[config.mk]
export PLATFORM = sky130hd
export DESIGN_NAME = mux_seq_ctrl
export DESIGN_NICKNAME = d
export VERILOG_FILES = /design/src/rtl/mux_seq_ctrl.sv
export SDC_FILE = /design/constraint.sdc
export NUM_CORES = 1
export LEC_CHECK = 0
export ABC_AREA = 1
export CAP_MARGIN = 20
export CORE_MARGIN = 4
export CORE_UTILIZATION = 40
export CTS_BUF_LIST = sky130_fd_sc_hd__clkbuf_16
export DETAILED_ROUTE_END_ITERATION = 8
export HOLD_SLACK_MARGIN = 0.03
export PLACE_DENSITY = 0.66
export SYNTH_ARGS = -nofsm -noshare
export SYNTH_HDL_FRONTEND = slang
export SYNTH_SLANG_ARGS = --single-unit
[constraint.sdc]
create_clock -name clk -period 2.8 [get_ports clk]
set_input_delay 0.56 -clock clk [delete_from_list [all_inputs] [get_ports clk]]
set_output_delay 0.56 -clock clk [all_outputs]
set_load 0.01 [all_outputs]
[src/rtl/mux_seq_ctrl.sv]
// mux_seq_ctrl -- per-line demux phase sequencer.
//
// On each accepted line_start the panel is stepped through 1..3 demux
// phases. Each phase drives its select code for t_on cycles; phases are
// separated (and the line is framed) by t_gap cycles of the idle code.
// The {da,db} code feeds the existing registered mux decoder, so panel
// select lags {da,db} by one cycle.
//
// Phase codes {da,db}: phase0=00, phase1=01, phase2=10, idle=11.
//
// Optional build macro: MUX_SEQ_ALT_EN
//   When defined, a line-parity bit alternates the phase order per line
//   (even lines forward, odd lines reverse). When undefined the order is
//   always forward and no parity register exists.
//
// Ports:
//   clk        in   system clock, rising edge
//   rst_n      in   asynchronous active-low reset
//   mux_en     in   sequencer enable; low aborts and forces idle
//   line_start in   single-cycle pulse starting one line sequence
//   nphase     in   phases per line (1..3; 0 runs 3)
//   t_on       in   phase on-time in cycles (0 treated as 1)
//   t_gap      in   non-overlap gap in cycles (0 = no gap states)
//   da, db     out  registered select code to the decoder
//   mux_vld    out  high while a phase code (not idle) is driven
//   busy       out  sequence in progress
//   line_done  out  single-cycle pulse on the final cycle of a sequence
//   overrun    out  single-cycle pulse after line_start arrives while busy

module mux_seq_ctrl #(
  parameter int CNT_W = 12
) (
  input  logic             clk,
  input  logic             rst_n,
  input  logic             mux_en,
  input  logic             line_start,
  input  logic [1:0]       nphase,
  input  logic [CNT_W-1:0] t_on,
  input  logic [CNT_W-1:0] t_gap,
  output logic             da,
  output logic             db,
  output logic             mux_vld,
  output logic             busy,
  output logic             line_done,
  output logic             overrun
);

  typedef enum logic [2:0] {
    S_IDLE,
    S_LEAD,
    S_ON,
    S_GAP,
    S_TAIL,
    S_DONE
  } state_t;

  localparam logic [1:0]       CODE_IDLE = 2'b11;
  localparam logic [CNT_W-1:0] CNT_ONE   = CNT_W'(1);

  state_t           state_q, state_d;
  logic [CNT_W-1:0] cnt_q, cnt_d;     // remaining cycles in state, minus one
  logic [1:0]       idx_q, idx_d;     // step number within the line
  logic [1:0]       nph_q, nph_d;     // latched effective phase count (1..3)
  logic [CNT_W-1:0] ton_q, ton_d;     // latched effective on-time (>=1)
  logic [CNT_W-1:0] tgap_q, tgap_d;   // latched gap time
  logic             rev_q, rev_d;     // latched reverse-order flag for this line

  logic             start;
  logic             par_src;
  logic [1:0]       nph_in;
  logic [CNT_W-1:0] ton_in;
  logic [1:0]       phase_d;
  logic [1:0]       code_d;

  assign start  = (state_q == S_IDLE) && mux_en && line_start;
  assign nph_in = (nphase == 2'd0) ? 2'd3 : nphase;
  assign ton_in = (t_on == '0) ? CNT_ONE : t_on;

`ifdef MUX_SEQ_ALT_EN
  // Parity of the line about to start; it toggles only after that line has
  // captured it, so the first line after reset runs forward.
  logic par_q;

  always_ff @(posedge clk or negedge rst_n) begin
    if (!rst_n) begin
      par_q <= 1'b0;
    end else if (start) begin
      par_q <= ~par_q;
    end
  end

  assign par_src = par_q;
`else
  assign par_src = 1'b0;
`endif

  // Next-state logic. Every counter load is "duration - 1" so a latched
  // all-ones value still yields 2^CNT_W-1 cycles without wrapping.
  always_comb begin
    // NOTE: every signal written here gets a default first so no latch is inferred.
    state_d = state_q;
    cnt_d   = cnt_q;
    idx_d   = idx_q;
    nph_d   = nph_q;
    ton_d   = ton_q;
    tgap_d  = tgap_q;
    rev_d   = rev_q;

    if (!mux_en) begin
      // Abort wins over everything: straight back to idle, no line_done.
      state_d = S_IDLE;
      cnt_d   = '0;
      idx_d   = 2'd0;
    end else begin
      case (state_q)
        S_IDLE: begin
          if (line_start) begin
            nph_d  = nph_in;
            ton_d  = ton_in;
            tgap_d = t_gap;
            rev_d  = par_src;
            idx_d  = 2'd0;
            if (t_gap != '0) begin
              state_d = S_LEAD;
              cnt_d   = t_gap - CNT_ONE;
            end else begin
              state_d = S_ON;
              cnt_d   = ton_in - CNT_ONE;
            end
          end
        end

        S_LEAD: begin
          if (cnt_q == '0) begin
            state_d = S_ON;
            cnt_d   = ton_q - CNT_ONE;
          end else begin
            cnt_d = cnt_q - CNT_ONE;
          end
        end

        S_ON: begin
          if (cnt_q != '0) begin
            cnt_d = cnt_q - CNT_ONE;
          end else if (idx_q != (nph_q - 2'd1)) begin
            // More phases remain: step the index now; the gap shows idle
            // regardless of the index.
            idx_d = idx_q + 2'd1;
            if (tgap_q != '0) begin
              state_d = S_GAP;
              cnt_d   = tgap_q - CNT_ONE;
            end else begin
              state_d = S_ON;
              cnt_d   = ton_q - CNT_ONE;
            end
          end else if (tgap_q != '0) begin
            state_d = S_TAIL;
            cnt_d   = tgap_q - CNT_ONE;
          end else begin
            state_d = S_DONE;
          end
        end

        S_GAP: begin
          if (cnt_q == '0) begin
            state_d = S_ON;
            cnt_d   = ton_q - CNT_ONE;
          end else begin
            cnt_d = cnt_q - CNT_ONE;
          end
        end

        S_TAIL: begin
          if (cnt_q == '0) begin
            state_d = S_DONE;
          end else begin
            cnt_d = cnt_q - CNT_ONE;
          end
        end

        S_DONE: begin
          state_d = S_IDLE;
          idx_d   = 2'd0;
        end

        default: begin
          state_d = S_IDLE;
          idx_d   = 2'd0;
        end
      endcase
    end
  end

  // Outputs are decoded from the next state and then registered, so they
  // line up with the state they describe without an extra cycle of lag.
  always_comb begin
    phase_d = rev_d ? (nph_d - 2'd1 - idx_d) : idx_d;
    code_d  = (state_d == S_ON) ? phase_d : CODE_IDLE;
  end

  always_ff @(posedge clk or negedge rst_n) begin
    if (!rst_n) begin
      state_q   <= S_IDLE;
      cnt_q     <= '0;
      idx_q     <= 2'd0;
      nph_q     <= 2'd3;
      ton_q     <= CNT_ONE;
      tgap_q    <= '0;
      rev_q     <= 1'b0;
      da        <= 1'b1;
      db        <= 1'b1;
      mux_vld   <= 1'b0;
      busy      <= 1'b0;
      line_done <= 1'b0;
      overrun   <= 1'b0;
    end else begin
      // NOTE: sequential state uses non-blocking assignments so every
      // register samples the pre-edge values of its neighbours.
      state_q   <= state_d;
      cnt_q     <= cnt_d;
      idx_q     <= idx_d;
      nph_q     <= nph_d;
      ton_q     <= ton_d;
      tgap_q    <= tgap_d;
      rev_q     <= rev_d;
      {da, db}  <= code_d;
      mux_vld   <= (state_d == S_ON);
      busy      <= (state_d != S_IDLE);
      line_done <= (state_d == S_DONE);
      // A start request that is not accepted because a line (including its
      // DONE cycle) is in flight; requests while disabled are silently dropped.
      overrun   <= line_start && mux_en && (state_q != S_IDLE);
    end
  end

endmodule

=== After elaboration in Yosys (flattened, before gate mapping) ===
Index checks and enable logic that the tools add are counted.

* Bits in registers: 50
* Output and inout bits: 6
* Word-level logic and storage cells: 83

* $add $sub $neg: 9
* Eq/ne operators: 11
* Mux-type cells: 35
* Reductions and logical operators: 15

{| class="wikitable"
|+ Operators with widths
! kind !! number
|-
| $mux W12 || 10
|-
| $sub A12 B1 Y12 const B || 5
|-
| $pmux W12 S4 || 1
|-
| $reduce_bool A12 Y1 || 3
|-
| $logic_not A12 Y1 || 2
|-
| $mux W2 || 11
|-
| $mux W3 || 6
|-
| $pmux W3 S4 || 1
|-
| $eq A3 B2 Y1 const B || 3
|-
| $eq A3 B3 Y1 const B || 2
|-
| $ne A3 B3 Y1 const B || 2
|-
| $pmux W2 S3 || 1
|-
| $reduce_bool A3 Y1 || 2
|-
| $mux W1 || 5
|-
| $ne A5 B2 Y1 const B || 1
|-
| $ne A5 B5 Y1 const B || 1
|-
| $reduce_and A4 Y1 || 1
|-
| $sub A2 B1 Y2 const B || 2
|-
| $eq A3 B1 Y1 const B || 1
|-
| $logic_not A3 Y1 || 1
|-
| $reduce_and A3 Y1 || 1
|-
| $reduce_or A3 Y1 || 1
|-
| $add A2 B1 Y2 const B || 1
|-
| $logic_and A1 B1 Y1 || 2
|-
| other kinds (4) || 4
|}

=== Logic depth before layout (Yosys ltp) ===
* Depth after elaboration: 9
* Gate-level depth with buffers: 16

=== Worst setup path after synthesis ===
Ideal clock, no wire load.

* Path kind: register -> register
* Start: reg cnt_q[0]
* End: reg da
* Setup time: 0.080 ns
* Arrival: 2.032 ns
* Required time: 2.720 ns
* Slack: 0.688 ns
* Cell stages (with the launch flop): 16
* Clock period less this slack: 2.112 ns
* Path through: dfrtp_1 > inv_1 > ha_1 > nand3_2 > nor2_4 > nand2_4 > buf_6 > nand2_1 > nand3_1 > o21ai_0 > nand2_1 > ha_1 > xor2_1 > nand2_1 > nand2_2 > nand3_2

* Word-level cells in the longest chain between the ends: 7
* Elaborated cells on any way between the ends: 14

{| class="wikitable"
|+ RTL lines
! element !! RTL line !! RTL
|-
| from (decl) || 61 || <nowiki>logic [CNT_W-1:0] cnt_q, cnt_d;</nowiki>
|-
| from (signal assigned) || 220 || <nowiki>cnt_q <= cnt_d;</nowiki>
|-
| $reduce_bool A12 Y1 || 143 || <nowiki>if (cnt_q != '0) begin</nowiki>
|-
| $mux W2 || 143 ||
|-
| $pmux W2 S3 || 115 || <nowiki>case (state_q)</nowiki>
|-
| $mux W2 || 109 || <nowiki>if (!mux_en) begin</nowiki>
|-
| $sub A2 B2 Y2 || 197 || <nowiki>phase_d = rev_d ? (nph_d - 2'd1 - idx_d) : idx_d;</nowiki>
|-
| $mux W2 || 197 ||
|-
| $mux W2 (*) || 198 || <nowiki>code_d = (state_d == S_ON) ? phase_d : CODE_IDLE;</nowiki>
|-
| net code_d[1] || 73 || <nowiki>logic [1:0] code_d;</nowiki>
|-
| to (signal assigned) || 226 || <nowiki>{da, db} <= code_d;</nowiki>
|-
| to (decl) || 40 || <nowiki>output logic da,</nowiki>
|}

Mark *: on every way through the listed nets, which the timed path passes. The rest lies on a longest branch.
A chain may end at the register's enable or synchronous reset.

=== Worst setup path after layout ===
* Start: in t_gap[8]
* End: reg cnt_q[10]

* Word-level cells in the longest chain between the ends: 5
* Elaborated cells on any way between the ends: 6

{| class="wikitable"
|+ RTL lines
! element !! RTL line !! RTL
|-
| from (decl) || 39 || <nowiki>input logic [CNT_W-1:0] t_gap,</nowiki>
|-
| $sub A12 B1 Y12 / $reduce_bool A12 Y1 (equally long branches) || 125, 123 ||
|-
| $mux W12 (*) || 123 || <nowiki>if (t_gap != '0) begin</nowiki>
|-
| $mux W12 (*) || 117 || <nowiki>if (line_start) begin</nowiki>
|-
| $pmux W12 S4 (*) || 115 ||
|-
| $mux W12 (*) || 109 ||
|}

Mark *: on every way between the ends. The rest lies on a longest branch, timed or not. The select of a mux whose other input is x is not followed.

==> summary.txt <==
Run status
  • Status: finished clean

Run
  • Max Cap Viol: 0

Logic synthesis
  • Syn Nets: 655
  • Post-synthesis cell type count: 42
  • Post-Syn Instances: 619
  • Avg Synthesized Cell Area: 6.43 um^2
  • Most used DFF post-synth: dfrtp_1
  • Post-synthesis compound-gate area fraction: 0.104
  • Seq/Total Area, Yosys: 0.316
  • Most frequent cell after synthesis: nand2_1
  • Synth cell count leaders: nand2_1 (203), inv_1 (75), nor2_1 (66), nand3_1 (51), dfrtp_1 (45)
  • XOR/XNOR share of the synthesized area: 0.0484
  • Simple-gate share of the synthesized area: 0.413
  • Post-synth top area share: 0.283
  • Multiplexer share of the synthesized area: 0
  • Asr flop ratio synth: 1.00
  • Largest family of logic cells by synthesized area: simple AND/OR/NAND/NOR gates
  • Synth Area in Adders: 0.0189
  • Top cells by area, synth: dfrtp_1 (28%), nand2_1 (19%), inv_1 (7.1%), nand3_1 (6.4%), nor2_1 (6.2%)
  • Yosys top cell by area: dfrtp_1
  • Ys Warns: 0
  • Register bit total from synthesis: 50
  • EDFF count, synth: 0
  • Synth Cell Area: 0.00398 mm^2

CTS
  • Clock Pin Slew Worst Setup and Hold Paths: 0.07 ns
  • CTS Buf Count: 5
  • CTS Root Cell: clkbuf_16
  • Clock Path Buffers: 2
  • Hold_buf cts: 0
  • H-tree lvl count: 2
  • CTS tree: done
  • Clock Sinks: 50
  • PostCTS Resize Cnt: 0
  • Skew-Pair Late Insertion Delay: 0.30 ns
  • Post-CTS setup buffer count: 0

Finish
  • Area of the multi-input gates: 0.00232 mm^2
  • # diodes: 0
  • Fill count: 1,050
  • Share of layout cells above drive strength 1: 0.113
  • Area delta synth->final: 17.6%
  • Register area: 0.00126 mm^2
  • # nets final: 696
  • Finished Layout Cells: 794

Floorplanning
  • # rows: 36
  • Area of the die: 0.0116 mm^2
  • Initial core utilization: 0.409
  • Core area: 0.00973 mm^2
  • Die H: 108 um
  • I/O pin count: 36
  • Die outline width: 108 um

Worst setup path
  • Startpoint Class: input port
  • Nature of the critical path endpoint: flop
  • Crit-path max FO: 8
  • Critical path type: input port to flop
  • Worst Path Required: 2.99 ns
  • Critical Path AT: 2.62 ns

Detailed routing
  • DRC Markers: 0
  • Detail Route Antenna Nets: 0
  • WL final: 11,300 um
  • Vias per std cell: 5.04
  • Initial drt markers: 297
  • Via count: 4,000
  • Average wire per standard cell: 14.2 um
  • Detailed Routing Iterations Pass 1: 5

STA
  • Fin. Hold Viols: 0
  • RSZ-0062 raised after global routing: false
  • Fmax achieved: 412 MHz
  • Fin. max-slew vios: 0
  • Accumulated negative setup slack: 0 ns
  • Worst Tran Pin Value: 0.608 ns
  • Fin crit share: 0.866
  • Final setup violation count: 0
  • Max Clock Skew: 0.00677 ns
  • Min cycle time layout: 2.43 ns
  • Relative slew slack: 0.595

Power
  • Clock group share of total power: 0.214
  • Psw: 1520 uW
  • Leak: 0.00232 uW
  • Peak supply drop: 0.371 mV
  • Logic pwr share: 0.464
  • Switching Share: 0.442
  • Power per cell area: 735 mW/mm^2
  • Share of power burned in registers: 0.322
  • Internal: 1920 uW

Global route
  • First-pass GRT wire length: 18,600 um
  • Number of antenna violations at the first check in global routing: 0
  • Overflow left after global routing: 0
  • Total GRT Usage: 0.205
  • Vias in the first global route: 3,738
  • Pin count of the biggest net entering global routing: 29

Placed design
  • Placed Cells: 786
  • Port-buffer cells: 35
  • GPL Wtd Cong: 0.914
  • DP HPWL: 9060 um

Min path
  • Worst Hold Class: input port to asynchronous set/reset pin
-- registers in the layout, summed over array words and instances, names as in the netlist --
register and cells:
rev_q 1, idx_q 2, tgap_q 12, overrun 1, state_q 3, db 1
cnt_q 12, busy 1, nph_q 2, mux_vld 1, line_done 1, ton_q 12
da 1
-- path summary, 6_finish.rpt --
kind,slack (ns),depth (start not counted),end,startpoint
hold / removal,0.27,1,cnt_q[7],rst_n
min in group clk,0.49,2,cnt_q[8],cnt_q[8]
max in group asynchronous,1.90,2,nph_q[0],rst_n
setup reg to reg,0.46,14,da,cnt_q[0]
setup / recovery,0.37,17,cnt_q[10],t_gap[8]
hold reg to reg,0.49,2,cnt_q[8],cnt_q[8]
-- power by group through the flow --
stage	registers, uW	clock network, uW	logic [uW]
floorplan	1070	0	1190
global placement	1110	0	1560
detailed placement	1120	0	1580
CTS	1110	751	1590
global route	1140	779	1800
finish	1110	734	1600
-- layout by cell type, fill, tap and decap left out, types with 2 or more instances in the layout --
master / synthesis / routed
a21oi_1: 18 / 18
buf_4: 0 / 8
clkbuf_16: 0 / 5
clkdlybuf4s50_1: 0 / 34
dfrtp_1: 45 / 45
dfstp_2: 5 / 5
ha_1: 6 / 6
inv_1: 75 / 75
inv_2: 10 / 10
nand2_1: 203 / 203
nand2_2: 11 / 11
nand2_4: 2 / 2
nand3_1: 51 / 51
nand3_2: 3 / 3
nand3b_1: 3 / 3
nand4_1: 5 / 5
nor2_1: 66 / 66
nor2_2: 12 / 12
nor2_4: 5 / 5
nor3_1: 3 / 3
o21ai_0: 36 / 36
o21ai_1: 11 / 11
xnor2_1: 12 / 12
xor2_1: 10 / 10
-- layer usage --
layer | vias to the layer above | GRT usage | share of wire
met5 | - | 0 | 0
met4 | 0 | 0.0442 | 0.019
met3 | 19 | 0.0318 | 0.056
met2 | 125 | 0.321 | 0.45
met1 | 1831 | 0.296 | 0.48
li1 | 2025 | - | -
-- logic make-up after synthesis --
group	after synthesis
buffers and inverters	97
XOR/XNOR	22
adder cells (fa/ha/maj)	6
AO/OA/AOI/OAI	74
AND/OR/NAND/NOR	370
flip-flops	50
-- area by class of cell --
| type | count | area share |
|---|---|---|
| clock buffer | 5 | 0.0268 |
| clock inverter | 3 | 0.0104 |
| inverter | 87 | 0.0704 |
| multi-input combinational | 472 | 0.497 |
| sequential | 50 | 0.269 |
| tap | 133 | 0.0356 |
| timing repair buffer | 44 | 0.0910 |
-- critical path: stages --
cell             delay, ns
clkdlybuf4s50_1       0.53
nor2_1                0.06
inv_1                 0.12
nor2_4                0.08
nand2_4               0.09
inv_2                 0.05
a21oi_2               0.16
ha_1                  0.16
inv_1                 0.05
nor2_1                0.22
inv_1                 0.11
nor2_1                0.15
nand2_1               0.06
nand2_1               0.05
nand2_1               0.05
nand3_1               0.06
nand2_1               0.05
-- metrics by stage --
step / total power [uW] / cell area [um^2] / hold slack [ns] / util / setup slack (ns)
finish: 3440 / 4680 / 0.268 / 0.481 / 0.374
global route: 3720 / 4680 / 0.302 / 0.481 / 0.128
CTS: 3450 / 4680 / 0.284 / 0.481 / 0.379
detailed placement: 2700 / 4500 / 0.472 / 0.463 / 0.0702
global placement: 2680 / 4500 / 0.475 / 0.463 / 0.169
floorplan: 2270 / 3980 / 0.264 / - / 0.688
(Power assumes the default switching activity.)
